$ cat config.mk
export PLATFORM = sky130hd
export DESIGN_NAME = id_exe_ctrl
export DESIGN_NICKNAME = d
export VERILOG_FILES = /design/src/rtl/cpu_pkg.sv /design/src/rtl/id_exe_ctrl_cond_check.sv /design/src/rtl/id_exe_ctrl.sv
export SDC_FILE = /design/constraint.sdc
export NUM_CORES = 1
export LEC_CHECK = 0
export CORE_ASPECT_RATIO = 2
export CORE_MARGIN = 2
export CORE_UTILIZATION = 35
export DETAILED_ROUTE_END_ITERATION = 7
export GPL_ROUTABILITY_DRIVEN = 1
export PLACE_DENSITY = 0.79
export SYNTH_ARGS = -nofsm -noshare
export SYNTH_HDL_FRONTEND = slang
export SYNTH_HIERARCHICAL = 1
export SYNTH_SLANG_ARGS = --single-unit
export TNS_END_PERCENT = 5
$ cat constraint.sdc
create_clock -name clk -period 2.1 [get_ports clk]
set_input_delay 0.42 -clock clk [delete_from_list [all_inputs] [get_ports clk]]
set_output_delay 0.42 -clock clk [all_outputs]
set_load 0.03 [all_outputs]
$ cat src/rtl/cpu_pkg.sv
// Shared decode constants and the ID/EXE bundle for the ARM-subset core.
package cpu_pkg;

  localparam logic [3:0] EXE_NOP = 4'b0000;
  localparam logic [3:0] EXE_MOV = 4'b0001;
  localparam logic [3:0] EXE_ADD = 4'b0010;
  localparam logic [3:0] EXE_ADC = 4'b0011;
  localparam logic [3:0] EXE_SUB = 4'b0100;
  localparam logic [3:0] EXE_SBC = 4'b0101;
  localparam logic [3:0] EXE_AND = 4'b0110;
  localparam logic [3:0] EXE_ORR = 4'b0111;
  localparam logic [3:0] EXE_EOR = 4'b1000;
  localparam logic [3:0] EXE_MVN = 4'b1001;

  localparam logic [1:0] MODE_DP  = 2'b00;
  localparam logic [1:0] MODE_MEM = 2'b01;
  localparam logic [1:0] MODE_BR  = 2'b10;
  localparam logic [1:0] MODE_ILL = 2'b11;

  localparam logic [3:0] OP_AND = 4'b0000;
  localparam logic [3:0] OP_EOR = 4'b0001;
  localparam logic [3:0] OP_SUB = 4'b0010;
  localparam logic [3:0] OP_ADD = 4'b0100;
  localparam logic [3:0] OP_ADC = 4'b0101;
  localparam logic [3:0] OP_SBC = 4'b0110;
  localparam logic [3:0] OP_TST = 4'b1000;
  localparam logic [3:0] OP_CMP = 4'b1010;
  localparam logic [3:0] OP_ORR = 4'b1100;
  localparam logic [3:0] OP_MOV = 4'b1101;
  localparam logic [3:0] OP_MVN = 4'b1111;

  typedef enum logic [3:0] {
    COND_EQ, COND_NE, COND_CS, COND_CC,
    COND_MI, COND_PL, COND_VS, COND_VC,
    COND_HI, COND_LS, COND_GE, COND_LT,
    COND_GT, COND_LE, COND_AL, COND_NV
  } cond_e;

  localparam int N_BIT = 31;
  localparam int Z_BIT = 30;
  localparam int C_BIT = 29;
  localparam int V_BIT = 28;

  typedef struct packed {
    logic [3:0]  exe_command;
    logic        mem_read;
    logic        mem_write;
    logic        wb_en;
    logic        branch_en;
    logic        s_bit;
    logic        imm;
    logic [3:0]  rn;
    logic [3:0]  rd;
    logic [11:0] shift_operand;
    logic [23:0] signed_imm24;
    logic [31:0] pc;
    logic        valid;
    logic        illegal;
  } id_ex_t;

endpackage

$ cat src/rtl/id_exe_ctrl_cond_check.sv
// ARM condition-field evaluator against an NZCV nibble.
module cond_check
  import cpu_pkg::*;
(
  input  logic [3:0] cond,
  input  logic [3:0] nzcv,
  output logic       pass
);

  logic n, z, c, v;

  assign {n, z, c, v} = nzcv;

  always_comb begin
    pass = 1'b0;
    unique case (cond_e'(cond))
      COND_EQ: pass = z;
      COND_NE: pass = !z;
      COND_CS: pass = c;
      COND_CC: pass = !c;
      COND_MI: pass = n;
      COND_PL: pass = !n;
      COND_VS: pass = v;
      COND_VC: pass = !v;
      COND_HI: pass = c & !z;
      COND_LS: pass = !c | z;
      COND_GE: pass = (n == v);
      COND_LT: pass = (n != v);
      COND_GT: pass = !z & (n == v);
      COND_LE: pass = z | (n != v);
      COND_AL: pass = 1'b1;
      COND_NV: pass = 1'b0;
    endcase
  end

endmodule

$ cat src/rtl/id_exe_ctrl.sv
// ID decode, NZCV status register and ID/EXE pipeline register.
// Define STATUS_FWD_EN to evaluate conditions on flags written this cycle.
module id_exe_ctrl
  import cpu_pkg::*;
(
  input  logic        clk,
  input  logic        rst_n,
  input  logic [31:0] instr_in,
  input  logic        instr_valid,
  input  logic [31:0] pc_in,
  input  logic        stall,
  input  logic        flush,
  input  logic [3:0]  status_bits_in,
  input  logic        status_we,
  output logic [3:0]  exe_command,
  output logic        mem_read,
  output logic        mem_write,
  output logic        wb_en,
  output logic        branch_en,
  output logic        s_bit,
  output logic        imm,
  output logic [3:0]  rn,
  output logic [3:0]  rd,
  output logic [11:0] shift_operand,
  output logic [23:0] signed_imm24,
  output logic [31:0] pc_out,
  output logic        valid_out,
  output logic        illegal_op,
  output logic [31:0] status_reg_out
);

  logic [3:0] nzcv_q;
  logic [3:0] cond_flags;
  logic       cond_pass;
  logic [1:0] mode;
  logic [3:0] op;
  id_ex_t     dec;
  id_ex_t     id_ex_q;

`ifdef STATUS_FWD_EN
  assign cond_flags = status_we ? status_bits_in : nzcv_q;
`else
  assign cond_flags = nzcv_q;
`endif

  cond_check u_cond (
    .cond (instr_in[31:28]),
    .nzcv (cond_flags),
    .pass (cond_pass)
  );

  assign mode = instr_in[27:26];
  assign op   = instr_in[24:21];

  always_comb begin
    dec               = '0;
    dec.rn            = instr_in[19:16];
    dec.rd            = instr_in[15:12];
    dec.shift_operand = instr_in[11:0];
    dec.signed_imm24  = instr_in[23:0];
    dec.pc            = pc_in;
    unique case (mode)
      MODE_DP: begin
        dec.imm   = instr_in[25];
        dec.wb_en = 1'b1;
        dec.s_bit = instr_in[20];
        unique case (op)
          OP_AND: dec.exe_command = EXE_AND;
          OP_EOR: dec.exe_command = EXE_EOR;
          OP_SUB: dec.exe_command = EXE_SUB;
          OP_ADD: dec.exe_command = EXE_ADD;
          OP_ADC: dec.exe_command = EXE_ADC;
          OP_SBC: dec.exe_command = EXE_SBC;
          OP_ORR: dec.exe_command = EXE_ORR;
          OP_MOV: dec.exe_command = EXE_MOV;
          OP_MVN: dec.exe_command = EXE_MVN;
          OP_TST: begin
            dec.exe_command = EXE_AND;
            dec.wb_en       = 1'b0;
            dec.s_bit       = 1'b1;
          end
          OP_CMP: begin
            dec.exe_command = EXE_SUB;
            dec.wb_en       = 1'b0;
            dec.s_bit       = 1'b1;
          end
          default: begin
            dec.illegal = 1'b1;
            dec.imm     = 1'b0;
            dec.wb_en   = 1'b0;
            dec.s_bit   = 1'b0;
          end
        endcase
      end
      MODE_MEM: begin
        dec.exe_command = EXE_ADD;
        dec.mem_read    = instr_in[20];
        dec.wb_en       = instr_in[20];
        dec.mem_write   = !instr_in[20];
      end
      MODE_BR: dec.branch_en = 1'b1;
      default: dec.illegal = 1'b1;
    endcase
    // Killed slots keep their fields but may not touch architectural state.
    if (instr_valid && cond_pass) begin
      dec.valid = 1'b1;
    end else begin
      dec.wb_en     = 1'b0;
      dec.mem_read  = 1'b0;
      dec.mem_write = 1'b0;
      dec.branch_en = 1'b0;
      dec.s_bit     = 1'b0;
      dec.illegal   = 1'b0;
    end
  end

  always_ff @(posedge clk or negedge rst_n) begin
    if (!rst_n) begin
      id_ex_q <= '0;
    end else if (flush) begin
      id_ex_q <= '0;
    end else if (!stall) begin
      id_ex_q <= dec;
    end
  end

  always_ff @(posedge clk or negedge rst_n) begin
    if (!rst_n) begin
      nzcv_q <= '0;
    end else if (status_we) begin
      nzcv_q <= status_bits_in;
    end
  end

  always_comb begin
    status_reg_out        = '0;
    status_reg_out[N_BIT] = nzcv_q[3];
    status_reg_out[Z_BIT] = nzcv_q[2];
    status_reg_out[C_BIT] = nzcv_q[1];
    status_reg_out[V_BIT] = nzcv_q[0];
  end

  assign exe_command   = id_ex_q.exe_command;
  assign mem_read      = id_ex_q.mem_read;
  assign mem_write     = id_ex_q.mem_write;
  assign wb_en         = id_ex_q.wb_en;
  assign branch_en     = id_ex_q.branch_en;
  assign s_bit         = id_ex_q.s_bit;
  assign imm           = id_ex_q.imm;
  assign rn            = id_ex_q.rn;
  assign rd            = id_ex_q.rd;
  assign shift_operand = id_ex_q.shift_operand;
  assign signed_imm24  = id_ex_q.signed_imm24;
  assign pc_out        = id_ex_q.pc;
  assign valid_out     = id_ex_q.valid;
  assign illegal_op    = id_ex_q.illegal;

endmodule
==> metrics.csv <==
stage;metric;value;unit
critical_path;cp-end-kind;register;
critical_path;arrival;2.48;ns
global_route;top_usage_layer;met2;
drt;ant_nets;0;
cts;cts.sinks;72;
sta;fmax;450.4;MHz
critical_path;start_kind;register;
sta;fin_skew;0.002773;ns
critical_path;rr_worst_depth;9;
yosys;synth-main-ff-cell;dfrtp_1;
critical_path;r2r-end;s_bit$_DFFE_PN0P_;
yosys;synth_edf_count;0;
sta;min_period;2.220;ns
floorplanning;placementRows;52;
pwr;seqPwrFrac;38.1;%
final_layout;finalCoreUtilization;55.24;%
floorplanning;io_pins;194;
yosys;synth_cells;322;
floorplanning;initial_utilization;35.71;%
yosys;synth.area.top_cells;dfrtp_1, mux2i_1, buf_4, nor2_1, a32o_1;
final_layout;multiInputGateArea;1430;sq um
sta;setup_viol;7;
sta;maxSlewViolCount;0;
placement;dpl.hpwl;7010;um
floorplanning;die_area;11100;sq um
global_route;grt_overflow;0;
final_layout;final_common_cell;clkdlybuf4s50_1;
final_layout;antenna_cells;0;
drt;firstDrtPassIters;5;
hold_path;hold_class;primary input to asynchronous set/reset pin;
sta;tightest_slew;0.7716;ns
yosys;synth_area;3578;sq um
sta;hold_viol_final;0;
pwr;switching_share;28.19;%
yosys;ys_ff_latch;72;
sta;setup_tns;-0.5335;ns
cts;cts_tree;built;
final_layout;layout_common_cells;clkdlybuf4s50_1, dfrtp_1, mux2i_1, nor2_1, conb_1;
final_layout;drive_gt1_share;11.85;%
final_layout;nets;553;
drt;finalWirelength;9290;um
pwr;p_leak;2.568;nW
floorplanning;core;10020;sq um
cts;clk_pin_slew;0.06;ns
global_route;grt_pass1_vias;2927;
global_route;grtUsageMet3;4.115;%
global_route;grt_max_degree;39;
final_layout;fill_cells;910;
yosys;async_reset_ff_share;100.0;%
status;failed_checks;setup timing;
critical_path;reg2reg_slack;-0.12;ns
global_route;use_met2;30.39;%
critical_path;criticalPathCategory;register to register;
cts;htree_num_levels;3;
final_layout;seqCellArea;1807;sq um
global_route;met1_usage;16.46;%
job;drv_cap;0;
critical_path;r2r_start;cond_flags[0]$_DFFE_PN0P_;
sta;worst_slack;-0.1201;ns
yosys;yosys_warnings;6;
sta;rsz0062_at_grt;true;
pwr;internal_power;2.865;mW
drt;routed-via-count;2865;
drt;avgViaCountPerCell;4.651;
drt;wire_per_inst;15.08;um
critical_path;cp_max_fo;6;
yosys;seq_area_frac_synth;50.35;%
pwr;vdd_ir_drop_max;0.0004341;V
yosys;synth_top_area_share;50.35;%
cts;root_buffer;clkbuf_16;
global_route;grtUsageTotal;16.78;%
pwr;clkPwrFrac;38.5;%
pwr;p_comb_share;23.4;%
global_route;grt_pass1_wl;14130;um
yosys;synth_area_leader_cell;dfrtp_1;
placement;io_buffers;165;
cts;clock_path_buffers;2;
cts;clkLatencyLatePin;0.33;ns
drt;drc;0;
status;run_status;finished, violations left;
floorplanning;die_y;147.0;um
pwr;power;3.989;mW
sta;slew_headroom;48.45;%
drt;first_iter_violations;76;
pwr;p_per_area;720.6;nW/um^2
floorplanning;die_x;75.50;um
final_layout;syn2layout_area_growth;54.69;%
pwr;power.net_switching;1.124;mW
sta;period_share;105.7;%
placement;routabilityCongestion;0.7772;
yosys;syn_area_per_cell;11.11;sq um
cts;cts-buffers-inserted;9;
yosys;ys_types;42;
critical_path;crit_required;2.36;ns
placement;pre_cts_slack;-0.6339;ns
global_route;antenna_found_initial;0;
[sequential cells by signal, indices dropped and copies added, names as in the netlist, 3 cells and up]
register,flops
pc_out,32
shift_operand,11
signed_imm24,7
cond_flags,4
exe_command,4
rd,3
rn,3
[cell usage after synthesis (2+ instances only)]
cell	count
buf_4	55
inv_1	5
mux2_2	4
nor2b_1	2
buf_2	6
clkbuf_1	3
buf_1	3
a22o_1	2
xor2_1	5
mux2i_1	58
nand2b_1	3
a21oi_1	4
ha_1	3
nand2_1	4
dfrtp_1	72
nor2_1	59
a32o_1	6
o21ai_0	4
[timing repair]
action                                  in CTS  in global routing
gates resized for setup                      8                 10
endpoints found under the setup margin       7                  7
hold endpoints to repair                     0                  0
pin swaps                                    5                  6
hold buffers                                 0                  0
buffers inserted                             2                  1
[power groups by stage]
stage          clock, mW  combinational [mW]  sequential, mW
3_5_place_dp           0               0.913            1.54
2_1_floorplan          0               0.399            1.68
3_3_place_gp           0               0.894            1.54
4_1_cts             1.59               0.928            1.52
5_1_grt             1.65               0.988            1.53
6_report            1.54               0.935            1.52
[worst max path at each step]
stage                     cells past startpoint                       from  slack (ns)                 to
after floorplan                               9  cond_flags[3]$_DFFE_PN0P_        0.02  s_bit$_DFFE_PN0P_
after global placement                       10               instr_in[28]       -0.51  s_bit$_DFFE_PN0P_
after detailed placement                     10               instr_in[28]       -0.63  s_bit$_DFFE_PN0P_
after CTS                                     9  cond_flags[0]$_DFFE_PN0P_       -0.07  wb_en$_DFFE_PN0P_
after global routing                          9  cond_flags[0]$_DFFE_PN0P_       -0.17  s_bit$_DFFE_PN0P_
final                                         9  cond_flags[0]$_DFFE_PN0P_       -0.12  s_bit$_DFFE_PN0P_
[routing by layer]
| metal | wire (um) | part of all wire [%] | vias up |
|---|---|---|---|
| li1 | - | - | 1315 |
| met4 | 310 | 3.3 | 0 |
| met1 | 3134 | 34 | 1389 |
| met3 | 522 | 5.6 | 25 |
| met2 | 5323 | 57 | 136 |
| met5 | 0 | 0 | - |
[critical path: stages, from the launching register on]
cell and delay [ns]:
dfrtp_2 0.42, xor2_2 0.19, xor2_1 0.15, a2111oi_1 0.42, a311oi_1 0.12, o22ai_2 0.17, nor4bb_4 0.22, buf_4 0.18
and2_4 0.15, a32o_1 0.14
[stage by stage]
| step | std cells | cell area (sq um) | hold slack [ns] |
|---|---|---|---|
| final | 616 | 5535 | 0.04240 |
| after global routing | 616 | 5535 | 0.06136 |
| after CTS | 615 | 5503 | 0.04691 |
| after detailed placement | 598 | 5156 | 0.4109 |
| after global placement | 598 | 5156 | 0.3985 |
| after floorplan | 349 | 3682 | 0.1244 |
[final cells by class]
type	instances	area share [%]
Clock inverter	5	0.9946
Sequential cell	72	32.64
Timing Repair Buffer	184	32.57
Clock buffer	11	4.566
Tap cell	135	3.052
Inverter	5	0.3391
Multi-Input combinational cell	204	25.84
[logic make-up after synthesis]
group                    after synthesis  synth area share [%]
other                                  1                0.1048
XOR/XNOR                               6                 1.469
AND/OR/NAND/NOR                       77                 9.510
buffers and inverters                 73                 13.85
multiplexers                          62                 17.48
flip-flops                            72                 50.35
adder cells (fa/ha/maj)                3                 1.049
AO/OA/AOI/OAI                         28                 6.189
Note: power is estimated with default switching activity, not from simulation.
